<file path="src/rtl/mcpu_pkg.sv">
// Shared definitions for the multicycle MIPS control unit: state codes, ALU op codes,
// opcode/funct constants, datapath select codes and the control-word struct.
// Optional illegal-instruction trap: MCPU_CTRL_ILLEGAL_TRAP_EN.
package mcpu_pkg;

  localparam int unsigned STATE_W = 4;
  localparam int unsigned ALUOP_W = 3;

`ifdef MCPU_CTRL_ILLEGAL_TRAP_EN
  typedef enum logic [STATE_W-1:0] {
    StFetch   = 4'd0,
    StDecode  = 4'd1,
    StExe     = 4'd2,
    StMemRd   = 4'd3,
    StMemWr   = 4'd4,
    StWbMem   = 4'd5,
    StWbAlu   = 4'd6,
    StBranch  = 4'd7,
    StJump    = 4'd8,
    StIllegal = 4'd9
  } state_e;
`else
  typedef enum logic [STATE_W-1:0] {
    StFetch  = 4'd0,
    StDecode = 4'd1,
    StExe    = 4'd2,
    StMemRd  = 4'd3,
    StMemWr  = 4'd4,
    StWbMem  = 4'd5,
    StWbAlu  = 4'd6,
    StBranch = 4'd7,
    StJump   = 4'd8
  } state_e;
`endif

  localparam logic [ALUOP_W-1:0] ALUOP_ADD = 3'd0;
  localparam logic [ALUOP_W-1:0] ALUOP_SUB = 3'd1;
  localparam logic [ALUOP_W-1:0] ALUOP_AND = 3'd2;
  localparam logic [ALUOP_W-1:0] ALUOP_OR  = 3'd3;
  localparam logic [ALUOP_W-1:0] ALUOP_SLT = 3'd4;
  localparam logic [ALUOP_W-1:0] ALUOP_LUI = 3'd5;

  localparam logic [5:0] OP_RTYPE = 6'h00;
  localparam logic [5:0] OP_J     = 6'h02;
  localparam logic [5:0] OP_JAL   = 6'h03;
  localparam logic [5:0] OP_BEQ   = 6'h04;
  localparam logic [5:0] OP_BNE   = 6'h05;
  localparam logic [5:0] OP_ADDI  = 6'h08;
  localparam logic [5:0] OP_ADDIU = 6'h09;
  localparam logic [5:0] OP_ANDI  = 6'h0C;
  localparam logic [5:0] OP_ORI   = 6'h0D;
  localparam logic [5:0] OP_LUI   = 6'h0F;
  localparam logic [5:0] OP_LB    = 6'h20;
  localparam logic [5:0] OP_LW    = 6'h23;
  localparam logic [5:0] OP_LBU   = 6'h24;
  localparam logic [5:0] OP_SW    = 6'h2B;

  localparam logic [5:0] FN_JR   = 6'h08;
  localparam logic [5:0] FN_ADDU = 6'h21;
  localparam logic [5:0] FN_SUBU = 6'h23;
  localparam logic [5:0] FN_AND  = 6'h24;
  localparam logic [5:0] FN_OR   = 6'h25;
  localparam logic [5:0] FN_SLT  = 6'h2A;

  localparam logic [1:0] NPC_PC4 = 2'd0;
  localparam logic [1:0] NPC_BR  = 2'd1;
  localparam logic [1:0] NPC_JMP = 2'd2;
  localparam logic [1:0] NPC_RS  = 2'd3;

  localparam logic [1:0] WD_ALU  = 2'd0;
  localparam logic [1:0] WD_MEM  = 2'd1;
  localparam logic [1:0] WD_BYTE = 2'd2;
  localparam logic [1:0] WD_PC   = 2'd3;

  localparam logic [1:0] GPR_RD = 2'd0;
  localparam logic [1:0] GPR_RT = 2'd1;
  localparam logic [1:0] GPR_RA = 2'd2;

  localparam logic [1:0] SRCB_RT    = 2'd0;
  localparam logic [1:0] SRCB_FOUR  = 2'd1;
  localparam logic [1:0] SRCB_IMM   = 2'd2;
  localparam logic [1:0] SRCB_IMMSH = 2'd3;

  // Complete control word; zero means "idle, no side effects".
  typedef struct packed {
    logic               pc_write;
    logic               ir_write;
    logic               reg_write;
    logic               mem_write;
    logic               iord;
    logic               ext16_op;
    logic               ext8_op;
    logic               alusrca;
    logic [1:0]         alusrcb;
    logic [ALUOP_W-1:0] aluop;
    logic [1:0]         gpr_sel;
    logic [1:0]         wd_sel;
    logic [1:0]         npc_op;
    logic               instr_done;
  } ctl_t;

  function automatic logic is_load(logic [5:0] op);
    return (op == OP_LW) || (op == OP_LB) || (op == OP_LBU);
  endfunction

endpackage

</file>
<file path="src/rtl/mcpu_ctrl_if.sv">
// Control-unit to datapath bundle. master = control unit, slave = datapath.
// Optional illegal-instruction flag: MCPU_CTRL_ILLEGAL_TRAP_EN.
interface mcpu_ctrl_if;
  logic [5:0]                   op;
  logic [5:0]                   funct;
  logic                         zero;
  logic                         pc_write;
  logic                         ir_write;
  logic                         reg_write;
  logic                         mem_write;
  logic                         iord;
  logic                         ext16_op;
  logic                         ext8_op;
  logic                         alusrca;
  logic [1:0]                   alusrcb;
  logic [mcpu_pkg::ALUOP_W-1:0] aluop;
  logic [1:0]                   gpr_sel;
  logic [1:0]                   wd_sel;
  logic [1:0]                   npc_op;
  logic                         instr_done;
  logic [31:0]                  retired;
`ifdef MCPU_CTRL_ILLEGAL_TRAP_EN
  logic                         illegal;

  modport master (
    input  op, funct, zero,
    output pc_write, ir_write, reg_write, mem_write, iord, ext16_op, ext8_op, alusrca,
           alusrcb, aluop, gpr_sel, wd_sel, npc_op, instr_done, retired, illegal
  );
  modport slave (
    output op, funct, zero,
    input  pc_write, ir_write, reg_write, mem_write, iord, ext16_op, ext8_op, alusrca,
           alusrcb, aluop, gpr_sel, wd_sel, npc_op, instr_done, retired, illegal
  );
`else
  modport master (
    input  op, funct, zero,
    output pc_write, ir_write, reg_write, mem_write, iord, ext16_op, ext8_op, alusrca,
           alusrcb, aluop, gpr_sel, wd_sel, npc_op, instr_done, retired
  );
  modport slave (
    output op, funct, zero,
    input  pc_write, ir_write, reg_write, mem_write, iord, ext16_op, ext8_op, alusrca,
           alusrcb, aluop, gpr_sel, wd_sel, npc_op, instr_done, retired
  );
`endif
endinterface

</file>
<file path="src/rtl/mcpu_alu_dec.sv">
// Combinational decode of op/funct into the ALU operation and 16-bit extender mode used in
// EXE. legal_o flags instructions that take the EXE path (ALU ops, loads, stores).
module mcpu_alu_dec
  import mcpu_pkg::*;
(
  input  logic [5:0]         op_i,
  input  logic [5:0]         funct_i,
  output logic [ALUOP_W-1:0] aluop_o,
  output logic               ext16_op_o,
  output logic               legal_o
);

  // Map opcode (and funct for R-type) to ALU control.
  always_comb begin
    aluop_o    = ALUOP_ADD;
    ext16_op_o = 1'b0;
    legal_o    = 1'b1;
    case (op_i)
      OP_RTYPE: begin
        case (funct_i)
          FN_ADDU: aluop_o = ALUOP_ADD;
          FN_SUBU: aluop_o = ALUOP_SUB;
          FN_AND:  aluop_o = ALUOP_AND;
          FN_OR:   aluop_o = ALUOP_OR;
          FN_SLT:  aluop_o = ALUOP_SLT;
          default: legal_o = 1'b0;
        endcase
      end
      OP_ADDI, OP_ADDIU, OP_LW, OP_SW, OP_LB, OP_LBU: begin
        aluop_o    = ALUOP_ADD;
        ext16_op_o = 1'b1;
      end
      OP_ANDI: aluop_o = ALUOP_AND;
      OP_ORI:  aluop_o = ALUOP_OR;
      OP_LUI:  aluop_o = ALUOP_LUI;
      default: legal_o = 1'b0;
    endcase
  end

endmodule

</file>
<file path="src/rtl/mcpu_ctrl.sv">
// Multicycle MIPS control unit: Moore FSM sequencing FETCH/DECODE/EXE/MEM/WB per instruction
// and counting retired instructions. Optional trap on unsupported instructions:
// MCPU_CTRL_ILLEGAL_TRAP_EN (otherwise they retire nothing and behave as a NOP).
module mcpu_ctrl
  import mcpu_pkg::*;
(
  input  logic       clk,
  input  logic       rstn,
  mcpu_ctrl_if.master bus
);

  state_e             state_q, state_d;
  logic [31:0]        retired_q;
  ctl_t               ctl, ctl_out;
  logic [ALUOP_W-1:0] dec_aluop;
  logic               dec_ext16;
  logic               dec_legal;
  logic               is_rtype, is_jr, is_jump, is_branch;

  mcpu_alu_dec u_alu_dec (
    .op_i       (bus.op),
    .funct_i    (bus.funct),
    .aluop_o    (dec_aluop),
    .ext16_op_o (dec_ext16),
    .legal_o    (dec_legal)
  );

  assign is_rtype  = (bus.op == OP_RTYPE);
  assign is_jr     = is_rtype && (bus.funct == FN_JR);
  assign is_jump   = (bus.op == OP_J) || (bus.op == OP_JAL) || is_jr;
  assign is_branch = (bus.op == OP_BEQ) || (bus.op == OP_BNE);

  // State register.
  always_ff @(posedge clk or negedge rstn) begin
    if (!rstn) begin
      state_q <= StFetch;
    end else begin
      state_q <= state_d;
    end
  end

  // Next-state and per-state control word.
  always_comb begin
    ctl     = '0;
    state_d = state_q;
    case (state_q)
      StFetch: begin
        ctl.ir_write = 1'b1;
        ctl.pc_write = 1'b1;
        ctl.alusrcb  = SRCB_FOUR;
        ctl.aluop    = ALUOP_ADD;
        ctl.npc_op   = NPC_PC4;
        state_d      = StDecode;
      end
      StDecode: begin
        // Branch target is computed speculatively into ALUOut here.
        ctl.alusrcb  = SRCB_IMMSH;
        ctl.aluop    = ALUOP_ADD;
        ctl.ext16_op = 1'b1;
        if (is_jump) begin
          state_d = StJump;
        end else if (is_branch) begin
          state_d = StBranch;
        end else if (dec_legal) begin
          state_d = StExe;
        end else begin
`ifdef MCPU_CTRL_ILLEGAL_TRAP_EN
          state_d = StIllegal;
`else
          state_d = StFetch;
`endif
        end
      end
      StExe: begin
        ctl.alusrca  = 1'b1;
        ctl.alusrcb  = is_rtype ? SRCB_RT : SRCB_IMM;
        ctl.aluop    = dec_aluop;
        ctl.ext16_op = dec_ext16;
        if (is_load(bus.op)) begin
          state_d = StMemRd;
        end else if (bus.op == OP_SW) begin
          state_d = StMemWr;
        end else begin
          state_d = StWbAlu;
        end
      end
      StMemRd: begin
        ctl.iord = 1'b1;
        state_d  = StWbMem;
      end
      StMemWr: begin
        ctl.iord       = 1'b1;
        ctl.mem_write  = 1'b1;
        ctl.instr_done = 1'b1;
        state_d        = StFetch;
      end
      StWbMem: begin
        ctl.reg_write  = 1'b1;
        ctl.gpr_sel    = GPR_RT;
        ctl.wd_sel     = (bus.op == OP_LW) ? WD_MEM : WD_BYTE;
        ctl.ext8_op    = (bus.op == OP_LB);
        ctl.instr_done = 1'b1;
        state_d        = StFetch;
      end
      StWbAlu: begin
        ctl.reg_write  = 1'b1;
        ctl.gpr_sel    = is_rtype ? GPR_RD : GPR_RT;
        ctl.wd_sel     = WD_ALU;
        ctl.instr_done = 1'b1;
        state_d        = StFetch;
      end
      StBranch: begin
        ctl.alusrca    = 1'b1;
        ctl.alusrcb    = SRCB_RT;
        ctl.aluop      = ALUOP_SUB;
        ctl.npc_op     = NPC_BR;
        ctl.pc_write   = (bus.op == OP_BEQ) ? bus.zero : ~bus.zero;
        ctl.instr_done = 1'b1;
        state_d        = StFetch;
      end
      StJump: begin
        ctl.pc_write   = 1'b1;
        ctl.npc_op     = is_jr ? NPC_RS : NPC_JMP;
        ctl.instr_done = 1'b1;
        if (bus.op == OP_JAL) begin
          ctl.reg_write = 1'b1;
          ctl.gpr_sel   = GPR_RA;
          ctl.wd_sel    = WD_PC;
        end
        state_d = StFetch;
      end
`ifdef MCPU_CTRL_ILLEGAL_TRAP_EN
      StIllegal: begin
        // Trap: hold with no side effects until reset.
        state_d = StIllegal;
      end
`endif
      default: begin
        state_d = StFetch;
      end
    endcase
  end

  // Reset forces every output low, including the FETCH enables.
  assign ctl_out = rstn ? ctl : '0;

  // Retired-instruction counter, wraps naturally at 2^32.
  always_ff @(posedge clk or negedge rstn) begin
    if (!rstn) begin
      retired_q <= '0;
    end else if (ctl.instr_done) begin
      retired_q <= retired_q + 32'd1;
    end
  end

  assign bus.pc_write   = ctl_out.pc_write;
  assign bus.ir_write   = ctl_out.ir_write;
  assign bus.reg_write  = ctl_out.reg_write;
  assign bus.mem_write  = ctl_out.mem_write;
  assign bus.iord       = ctl_out.iord;
  assign bus.ext16_op   = ctl_out.ext16_op;
  assign bus.ext8_op    = ctl_out.ext8_op;
  assign bus.alusrca    = ctl_out.alusrca;
  assign bus.alusrcb    = ctl_out.alusrcb;
  assign bus.aluop      = ctl_out.aluop;
  assign bus.gpr_sel    = ctl_out.gpr_sel;
  assign bus.wd_sel     = ctl_out.wd_sel;
  assign bus.npc_op     = ctl_out.npc_op;
  assign bus.instr_done = ctl_out.instr_done;
  assign bus.retired    = retired_q;
`ifdef MCPU_CTRL_ILLEGAL_TRAP_EN
  assign bus.illegal    = rstn && (state_q == StIllegal);
`endif

endmodule

</file>
<file path="src/flat_wrapper.sv">
// flat-port wrapper written by rule: the top's interface ports become plain ports
module mcpu_ctrl_flat import mcpu_pkg::*;
  (clk, rstn, bus_op, bus_funct, bus_zero, bus_pc_write, bus_ir_write, bus_reg_write, bus_mem_write, bus_iord, bus_ext16_op, bus_ext8_op, bus_alusrca, bus_alusrcb, bus_aluop, bus_gpr_sel, bus_wd_sel, bus_npc_op, bus_instr_done, bus_retired);
  mcpu_ctrl_if bus_i ();
  input  logic clk;
  input  logic rstn;
  input wire logic [$bits(bus_i.op)-1:0] bus_op;
  input wire logic [$bits(bus_i.funct)-1:0] bus_funct;
  input wire logic [$bits(bus_i.zero)-1:0] bus_zero;
  output wire logic [$bits(bus_i.pc_write)-1:0] bus_pc_write;
  output wire logic [$bits(bus_i.ir_write)-1:0] bus_ir_write;
  output wire logic [$bits(bus_i.reg_write)-1:0] bus_reg_write;
  output wire logic [$bits(bus_i.mem_write)-1:0] bus_mem_write;
  output wire logic [$bits(bus_i.iord)-1:0] bus_iord;
  output wire logic [$bits(bus_i.ext16_op)-1:0] bus_ext16_op;
  output wire logic [$bits(bus_i.ext8_op)-1:0] bus_ext8_op;
  output wire logic [$bits(bus_i.alusrca)-1:0] bus_alusrca;
  output wire logic [$bits(bus_i.alusrcb)-1:0] bus_alusrcb;
  output wire logic [$bits(bus_i.aluop)-1:0] bus_aluop;
  output wire logic [$bits(bus_i.gpr_sel)-1:0] bus_gpr_sel;
  output wire logic [$bits(bus_i.wd_sel)-1:0] bus_wd_sel;
  output wire logic [$bits(bus_i.npc_op)-1:0] bus_npc_op;
  output wire logic [$bits(bus_i.instr_done)-1:0] bus_instr_done;
  output wire logic [$bits(bus_i.retired)-1:0] bus_retired;
  assign bus_i.op = bus_op;
  assign bus_i.funct = bus_funct;
  assign bus_i.zero = bus_zero;
  assign bus_pc_write = bus_i.pc_write;
  assign bus_ir_write = bus_i.ir_write;
  assign bus_reg_write = bus_i.reg_write;
  assign bus_mem_write = bus_i.mem_write;
  assign bus_iord = bus_i.iord;
  assign bus_ext16_op = bus_i.ext16_op;
  assign bus_ext8_op = bus_i.ext8_op;
  assign bus_alusrca = bus_i.alusrca;
  assign bus_alusrcb = bus_i.alusrcb;
  assign bus_aluop = bus_i.aluop;
  assign bus_gpr_sel = bus_i.gpr_sel;
  assign bus_wd_sel = bus_i.wd_sel;
  assign bus_npc_op = bus_i.npc_op;
  assign bus_instr_done = bus_i.instr_done;
  assign bus_retired = bus_i.retired;
  mcpu_ctrl u_core (.clk(clk), .rstn(rstn), .bus(bus_i));
endmodule
</file>
<file path="config.mk">
export PLATFORM = sky130hd
export DESIGN_NAME = mcpu_ctrl_flat
export DESIGN_NICKNAME = d
export VERILOG_FILES = /design/src/rtl/mcpu_pkg.sv /design/src/rtl/mcpu_ctrl_if.sv /design/src/rtl/mcpu_alu_dec.sv /design/src/rtl/mcpu_ctrl.sv /design/src/flat_wrapper.sv
export SDC_FILE = /design/constraint.sdc
export NUM_CORES = 1
export LEC_CHECK = 0
export CAP_MARGIN = 25
export CORE_ASPECT_RATIO = 1.5
export CORE_MARGIN = 5
export CORE_UTILIZATION = 34
export CTS_CLUSTER_SIZE = 14
export DETAILED_ROUTE_END_ITERATION = 16
export PLACE_DENSITY = 0.63
export SETUP_SLACK_MARGIN = 0.15
export SLEW_MARGIN = 10
export SYNTH_ARGS = -nofsm -noshare
export SYNTH_HDL_FRONTEND = slang
export SYNTH_HIERARCHICAL = 1
export SYNTH_SLANG_ARGS = --single-unit
</file>
<file path="constraint.sdc">
create_clock -name clk -period 2.75 [get_ports clk]
set_clock_uncertainty 0.05 [all_clocks]
set_input_delay 0.55 -clock clk [delete_from_list [all_inputs] [get_ports clk]]
set_output_delay 0.55 -clock clk [all_outputs]
set_load 0.02 [all_outputs]
</file>
==> impl_metrics.yaml, run 1 <==
logic_synthesis:
  synth_area_um2: 2230
  synth_top_area_share_pct: 40.4
  synthCells: 262
  synthArstFlopShare_pct: 100
  yosysWarnings: 6
  avgSynthCellArea_um2: 8.51
  synth_top_family_by_area: "simple AND/OR/NAND/NOR gates"
  yosys_most_used_dff: "dfrtp_1"
  yosys.area.top_type: "dfrtp_1"
  synth-simple-area-share_pct: 34.4
  synth_seq_cells: 36
  synthAdderAreaFrac_pct: 0.561
  ys_top_cells_by_area: "dfrtp_1 (40%), xnor2_1 (6.7%), nor2_1 (6.6%)"
  synth-seq-area-share_pct: 40.4
  syn_nets: 278
  synth-compound-area-share_pct: 10.1
  synth_mux_area_share_pct: 0
  ys_types: 42
  synth-xor-area-share_pct: 13.0
  synth-edff-count: 0
power_and_ir_drop:
  vdd_drop_max_mv: 0.237
  leakagePower_nw: 1.60
  powerDensity_nw_per_um2: 520
drt:
  route.detailed.drc: 0
  routedWlPerCell_um: 14.8
  drtAntennaViolNets: 0
  firstDrtPassIters: 4
  vias_per_cell: 5.16
  vias: 2301
  drt_first_iter_violations: 74
  routed_wl_mm: 6.62
global_routing:
  grt_max_degree: 44
  grt_pass1_wl_mm: 10.8
  gr-usage-all-layers_pct: 15.8
  antenna_found_initial: 0
  grt_overflow: 0
  grt_pass1_vias: 2336
place:
  hpwlAfterDp_mm: 5.12
  preCtsSetupSlack_ns: -0.577
  io_buffers: 66
  place_area_um2: 3260
  finalWeightedCongestion: 0.837
die:
  core_um2: 6440
  rows: 36
  initial_utilization_pct: 34.6
  die-area_um2: 8310
  io_pins: 67
  die-height_um: 109
  die_x_um: 76.1
critical_path:
  crit_required_ns: 2.15
  cp-end-kind: "primary output"
  path_max_fanout: 6
  startpoint_type: "primary input"
  crit_type: "in -> out"
  cp_data_arrival_time_ns: 1.95
sta:
  layout_min_cycle_time_ns: 2.55
  setup_ws_ns: 0.196
  finalCritPeriodShare_pct: 92.9
  tightest_slew_ns: 0.588
  slew_headroom_pct: 60.4
  hold_viol_final: 0
  rsz0062_at_grt: "yes"
  drv_slew: 0
  setup_viol: 0
  max_freq_ghz: 0.392
clock_tree:
  cts.reportedPaths.clkPinSlew_ns: 0.07
  clock-sinks: 36
  cts_made_buffers: 5
  clock_latency_ns: 0.28
  cts_tree: "built"
  cts_buffer_depth: 2
  clockRootBuffer: "clkbuf_8"
  htreeDepth: 2
hold_path:
  hp-class: "in -> async"
final_layout:
  nets: 386
  final_area_um2: 3440
  num_antenna_cells: 0
  final_layout_size_suffix_gt1_share_pct: 21.9
  area_growth_syn_to_layout_pct: 54.4
run:
  max-cap-violations: 0
outcome:
  status: "complete, no violations"
-- repair_timing --
action / 4_1_cts / 5_1_grt
pin swaps: 4 / 4
setup buffers: 1 / 0
gates resized for setup: 78 / 23
endpoints found under the setup margin: 17 / 16
hold buffers: 0 / 0
-- power by group --
group / switching (mW) / leakage [nW] / internal (mW)
sequential: 0.0651 / 0.494 / 0.581
clock: 0.171 / 0.0503 / 0.223
combinational: 0.424 / 1.05 / 0.326
total: 0.660 / 1.60 / 1.13
-- worst max-delay path: stages --
cell,delay (ns)
dlygate4sd2_1,0.30
buf_4,0.18
nor3_1,0.27
nand3_2,0.14
xnor2_1,0.14
o21ai_0,0.17
buf_2,0.20
-- area by class of cell --
class | count | area [um^2]
inverter | 5 | 18.8
fill | 648 | 3000
tap | 76 | 95.1
clock buffer | 7 | 96.3
sequential | 36 | 901
timing repair buffer | 105 | 923
multi-input combinational | 217 | 1410
-- Yosys cell counts (all sizes together) (2+ instances only) --
| master | instances |
|---|---|
| nor2b | 2 |
| nand4 | 6 |
| and2 | 2 |
| nor3 | 7 |
| a21boi | 3 |
| nand3b | 4 |
| xnor2 | 17 |
| nor4 | 3 |
| dfrtp | 36 |
| xor2 | 16 |
| inv | 5 |
| and3 | 8 |
| nand2b | 3 |
| nor2 | 39 |
| nand2 | 37 |
| o21ai | 9 |
| nor3b | 5 |
| and4 | 2 |
| clkbuf | 3 |
| a21oi | 11 |
| nand3 | 17 |
| or3 | 2 |
| o41ai | 3 |
| nor4b | 6 |
-- registers in the layout, indices dropped and copies added, names as in the netlist --
signal,cells
u_core/bus.retired,32
u_core/state_q,4
-- per-stage QoR --
step                      total power [mW]  TNS [ns]  std cells  hold slack (ns)  util (%)
after global placement                1.42     -5.73        438            0.412      50.6
after floorplan                       1.03         0        262            0.204         -
after global routing                  1.91         0        446            0.221      53.4
final                                 1.79         0        446            0.209      53.4
after CTS                             1.81         0        446            0.219      52.7
after detailed placement              1.42     -5.66        438            0.423      50.6
-- cell usage in the layout (no fill, tap or decap), types with 4 or more instances in the layout --
cell type and instances:
buf_4 38, inv_1 5, and3_1 7, nor3_1 7
nand2_1 36, a21oi_1 9, clkbuf_8 7, dlygate4sd2_1 10
xor2_1 16, nor2_1 37, dlymetal6s2s_1 6, clkdlybuf4s50_1 33
nand3b_1 4, o21ai_0 8, buf_2 8, nand3_1 16
nand4_1 6, dfrtp_1 36, xnor2_1 17
-- worst paths after layout --
check                                       startpoint                endpoint  slack [ns]  cells after the start
worst max-delay path                         bus_op[4]            bus_pc_write        0.20                      7
worst min-delay path                              rstn  u_core/bus.retired[10]        0.21                      2
worst max register to register       u_core/state_q[1]  u_core/bus.retired[22]        0.32                      6
worst min register to register  u_core/bus.retired[31]  u_core/bus.retired[31]        0.43                      1
max in group asynchronous                         rstn  u_core/bus.retired[23]        2.23                      2
min in group clk                u_core/bus.retired[31]  u_core/bus.retired[31]        0.43                      1
-- metal layers --
layer / GRT usage [%] / vias to the layer above / share of wire [%]
li1: - / 1139 / -
met1: 16.8 / 1074 / 38
met2: 30.4 / 72 / 55
met3: 2.73 / 16 / 4.9
met4: 6.38 / 0 / 2.8
met5: 0 / - / 0
-- kinds of logic after synthesis --
kind of cell	after synthesis
AND/OR/NAND/NOR	148
flip-flops	36
AO/OA/AOI/OAI	35
buffers and inverters	9
XOR/XNOR	33
adder cells (fa/ha/maj)	1
Power figures use the tool's default switching activity.
==> inputs of run 2 (changes only) <==
==> constraint.sdc (replaced) <==
create_clock -name clk -period 2.75 [get_ports clk]
set_clock_uncertainty 0.05 [all_clocks]
set_input_delay 0.275 -clock clk [delete_from_list [all_inputs] [get_ports clk]]
set_output_delay 0.275 -clock clk [all_outputs]
set_load 0.02 [all_outputs]
==> impl_metrics.yaml, run 2 (same netlist as run 1, synthesis figures left out) <==
die:
  initial_utilization_pct: 34.6
  rows: 36
  die_x_um: 76.1
  io_pins: 67
  die-area_um2: 8310
  core_um2: 6440
  die-height_um: 109
drt:
  routedWlPerCell_um: 14.4
  vias_per_cell: 5.18
  vias: 2236
  drtAntennaViolNets: 0
  firstDrtPassIters: 4
  routed_wl_mm: 6.22
  drt_first_iter_violations: 101
  route.detailed.drc: 0
clock_tree:
  clockRootBuffer: "clkbuf_8"
  cts_setup_buffers: 0
  cts_made_buffers: 5
  htreeDepth: 2
  clock-sinks: 36
  clock_latency_ns: 0.28
  cts_tree: "built"
  cts.reportedPaths.clkPinSlew_ns: 0.07
  cts_buffer_depth: 2
critical_path:
  crit_required_ns: 2.42
  worstReg2RegStart: "u_core/state_q[0]"
  crit_type: "in -> out"
  endpoint: "bus_gpr_sel[1]"
  rr_endpoint: "u_core/bus.retired[18]"
  r2r_slack_ns: 0.36
  ff2ff_path_depth: 6
  startpoint_type: "primary input"
  cp-startpoint: "bus_op[3]"
  cp_data_arrival_time_ns: 2.21
  cp-end-kind: "primary output"
  path_max_fanout: 7
power_and_ir_drop:
  p_switching_mw: 0.641
  p_seq_share_pct: 37.8
  powerDensity_nw_per_um2: 531
  p_clk_share_pct: 21.8
  leakagePower_nw: 1.45
  power_mw: 1.73
  switching_share_pct: 37.1
  p_int_mw: 1.09
  p_comb_share_pct: 40.4
  vdd_drop_max_mv: 0.271
final_layout:
  final_common_cell: "clkdlybuf4s50_1"
  final_layout_size_suffix_gt1_share_pct: 11.2
  area_growth_syn_to_layout_pct: 45.8
  num_antenna_cells: 0
  post-route-util_pct: 50.4
  nets: 371
  largest_reg_flops: 32
  layout_common_cells: "clkdlybuf4s50_1 (51), nor2_1 (39), nand2_1 (37)"
sta:
  drv_slew: 0
  max_freq_ghz: 0.394
  setup_ws_ns: 0.210
  whs_ns: 0.417
  setup_viol: 0
  tightest_slew_ns: 0.523
  rsz0062_at_grt: "no"
  setup_tns_ns: 0
  finalCritPeriodShare_pct: 92.4
  slew_headroom_pct: 64.7
  layout_min_cycle_time_ns: 2.54
  hold_viol_final: 0
outcome:
  status: "complete, no violations"
global_routing:
  grt_pass1_wl_mm: 10.3
  grt_overflow: 0
  antenna_found_initial: 0
  grt_max_degree: 25
  grt_pass1_vias: 2217
  gr-usage-all-layers_pct: 15.1
place:
  io_buffers: 66
  hpwlAfterDp_mm: 4.97
  preCtsSetupSlack_ns: -0.0300
  finalWeightedCongestion: 0.868
run:
  max-cap-violations: 0
hold_path:
  hp-class: "reg -> reg"
  min_path_cells: 1
run 2: cell count changes in the layout (fill, tap and decap cells not counted), sizes merged:
cell           change
clkdlybuf4s50     +18
dlygate4sd2        +1
buf               -26
dlymetal6s2s       -4
clkdlybuf4s15      -4
dlygate4sd3        +1
run 2: layout make-up:
type	instances	area, um^2
well taps	76	95.1
inverters	5	18.8
flip-flops and latches	36	901
multi-input cells	217	1320
fillers	646	3190
clock buffers	8	90.1
repair buffers	90	828
run 2: routing by layer:
layer / vias to the layer above / track usage (%) / share of wire [%]
met1: 1057 / 16.0 / 38
met3: 10 / 3.64 / 5.8
li1: 1109 / - / -
met4: 0 / 6.25 / 2.2
met5: - / 0 / 0
met2: 60 / 28.4 / 54
run 2: stage by stage:
step / instance area [um^2] / cells
5_1_grt: 3250 / 432
4_1_cts: 3240 / 432
3_3_place_gp: 3140 / 423
2_1_floorplan: 2230 / 262
3_5_place_dp: 3140 / 423
6_report: 3250 / 432
run 2: repair_timing:
item                                    in CTS  in global routing
hold endpoints to repair                    16                  0
cloned                                       0                  0
hold buffers                                 1                  0
endpoints found under the setup margin      12                  5
gates resized for setup                     16                  7
run 2: power groups by stage:
stage          Clock [mW]  Combinational (mW)  Sequential, mW
6_report            0.377               0.697           0.652
5_1_grt             0.410               0.758           0.662
4_1_cts             0.392               0.701           0.653
3_5_place_dp            0               0.713           0.662
3_3_place_gp            0               0.709           0.659
2_1_floorplan           0               0.353           0.679
run 2: worst min-delay path by stage:
stage                           startpoint                      to  slack (ns)
detailed placement                    rstn  u_core/bus.retired[10]        0.25
CTS                 u_core/bus.retired[31]  u_core/bus.retired[31]        0.43
floorplan                             rstn   u_core/bus.retired[0]       -0.07
finish              u_core/bus.retired[31]  u_core/bus.retired[31]        0.42
global route        u_core/bus.retired[31]  u_core/bus.retired[31]        0.43
global placement                      rstn   u_core/bus.retired[9]        0.25
run 2: worst max-delay path, cell delays in order:
cell and delay, ns:
clkdlybuf4s50_1 0.53, nor4_1 0.32, buf_4 0.16, nand4_1 0.18, nor2_1 0.14, clkdlybuf4s50_1 0.61
==> inputs of run 3 (changes only) <==
Settings changed: CTS_CLUSTER_SIZE 14 to 16, SETUP_SLACK_MARGIN 0.15 to default, TNS_END_PERCENT from default to 30.
==> impl_metrics.yaml, run 3 (same netlist as run 1, synthesis figures left out) <==
outcome:
  status: "complete, no violations"
sta:
  layout_min_cycle_time_ns: 2.67
  setup_ws_ns: 0.0816
  finalCritPeriodShare_pct: 97.0
  drv_slew: 0
  slew_headroom_pct: 64.7
  setup_viol: 0
  whs_ns: 0.417
  setup_tns_ns: 0
  max_freq_ghz: 0.375
  hold_viol_final: 0
  tightest_slew_ns: 0.523
power_and_ir_drop:
  leakagePower_nw: 1.47
  vdd_drop_max_mv: 0.287
  switching_share_pct: 36.9
  powerDensity_nw_per_um2: 533
  p_clk_share_pct: 21.7
  p_int_mw: 1.10
  p_comb_share_pct: 41.0
  p_switching_mw: 0.642
  p_seq_share_pct: 37.4
final_layout:
  num_antenna_cells: 0
  layout_common_cells: "clkdlybuf4s50_1 (58), nor2_1 (39), nand2_1 (37)"
  area_growth_syn_to_layout_pct: 46.8
  largest_reg_flops: 32
  nets: 371
  final_layout_size_suffix_gt1_share_pct: 10.7
  final_common_cell: "clkdlybuf4s50_1"
  final_cell_count_no_fill: 432
clock_tree:
  clock-sinks: 36
  cts.reportedPaths.clkPinSlew_ns: 0.07
  htreeDepth: 2
  cts_buffer_depth: 2
  cts_tree: "built"
  cts_made_buffers: 5
  clock_latency_ns: 0.28
  clockRootBuffer: "clkbuf_8"
  cts_setup_buffers: 0
critical_path:
  cp_common_cell: "clkdlybuf4s50_1"
  cp_data_arrival_time_ns: 2.34
  crit_cells: 6
  endpoint: "bus_aluop[2]"
  crit_buf_inv: 2
  crit_required_ns: 2.42
  rr_endpoint: "u_core/bus.retired[18]"
  ff2ff_path_depth: 6
  startpoint_type: "primary input"
  cp_slowest_cell: "clkdlybuf4s50_1"
  critPathTopFamily: "buffers and inverters"
  cp-startpoint: "bus_op[3]"
  path_cells: "clkdlybuf4s50_1, nor4b_2, nand2_1, o41ai_1, and3_1, clkdlybuf4s50_1"
  path_max_fanout: 7
  r2r_slack_ns: 0.37
  worstReg2RegStart: "u_core/state_q[0]"
  crit_type: "in -> out"
  cp-end-kind: "primary output"
  cp_slowest_stage_delay_ns: 0.60
drt:
  firstDrtPassIters: 4
  drt_first_iter_violations: 93
  vias_per_cell: 5.17
  routed_wl_mm: 6.25
  route.detailed.drc: 0
  routedWlPerCell_um: 14.5
  vias: 2232
  drtAntennaViolNets: 0
global_routing:
  gr-usage-met2_pct: 28.1
  grt_max_degree: 25
  gr-usage-met3_pct: 3.80
  grtUsageMet1_pct: 16.0
  grt_overflow: 0
  top_usage_layer: "met2"
  antenna_found_initial: 0
  grt_pass1_vias: 2176
  gr-usage-all-layers_pct: 15.0
  grt_pass1_wl_mm: 10.2
die:
  initial_utilization_pct: 34.6
  core_um2: 6440
  die-height_um: 109
  io_pins: 67
  die-area_um2: 8310
  die_x_um: 76.1
  rows: 36
place:
  dp.cells: 423
  hpwlAfterDp_mm: 4.97
  io_buffers: 66
  finalWeightedCongestion: 0.868
  preCtsSetupSlack_ns: -0.0300
hold_path:
  hp-class: "reg -> reg"
run:
  max-cap-violations: 0
## run 3: cell types whose count changed in the layout (fill, tap and decap cells not counted), sizes merged
| cell | previous run | this run |
|---|---|---|
| clkbuf | 9 | 8 |
| dlymetal6s2s | 2 | 6 |
| dlygate4sd2 | 11 | 1 |
| clkdlybuf4s50 | 51 | 58 |
## run 3: worst min-delay path by stage
| stage | cells after the start | slack, ns | end | startpoint |
|---|---|---|---|---|
| after floorplan | 0 | -0.07 | u_core/bus.retired[0] | rstn |
| after global placement | 2 | 0.25 | u_core/bus.retired[9] | rstn |
| after detailed placement | 2 | 0.25 | u_core/bus.retired[10] | rstn |
| after CTS | 1 | 0.43 | u_core/bus.retired[31] | u_core/bus.retired[31] |
| after global routing | 1 | 0.43 | u_core/bus.retired[31] | u_core/bus.retired[31] |
| final | 1 | 0.42 | u_core/bus.retired[31] | u_core/bus.retired[31] |
## run 3: worst register-to-register path, cell delays in order (launching register included)
cell and delay [ns]:
dfrtp_1 0.41, or4b_1 0.57, buf_4 0.18, a21o_1 0.25, or4_4 0.55, nor2_1 0.14, xor2_1 0.16
## run 3: stage by stage
stage          instance area [um^2]  util, %  power [mW]
2_1_floorplan                  2230        -        1.03
3_3_place_gp                   3140     48.7        1.37
3_5_place_dp                   3140     48.7        1.38
4_1_cts                        3230     50.2        1.76
5_1_grt                        3270     50.8        1.85
6_report                       3270     50.8        1.74
## run 3: area by class of cell
cell class	instances	area [um^2]
Tap cell	76	95.1
Multi-Input combinational cell	217	1320
Timing Repair Buffer	90	852
Fill cell	641	3170
Clock buffer	8	90.1
Inverter	5	18.8
Sequential cell	36	901
## run 3: metal layers
metal  up-vias  wire (um)
li1       1108          -
met1      1053       2360
met2        61       3380
met3        10        373
met4         0        146
met5         -          0
## run 3: timing repair
item	4_1_cts	5_1_grt
endpoints found under the hold margin	16	0
gates resized for setup	2	10
hold buffers	1	0
setup endpoints to repair	2	8
## run 3: power by group through the flow
stage	Combinational, mW	Clock, mW	Sequential [mW]
5_1_grt	0.774	0.410	0.662
2_1_floorplan	0.353	0	0.679
6_report	0.714	0.377	0.651
3_5_place_dp	0.713	0	0.662
3_3_place_gp	0.709	0	0.659
4_1_cts	0.719	0.392	0.653
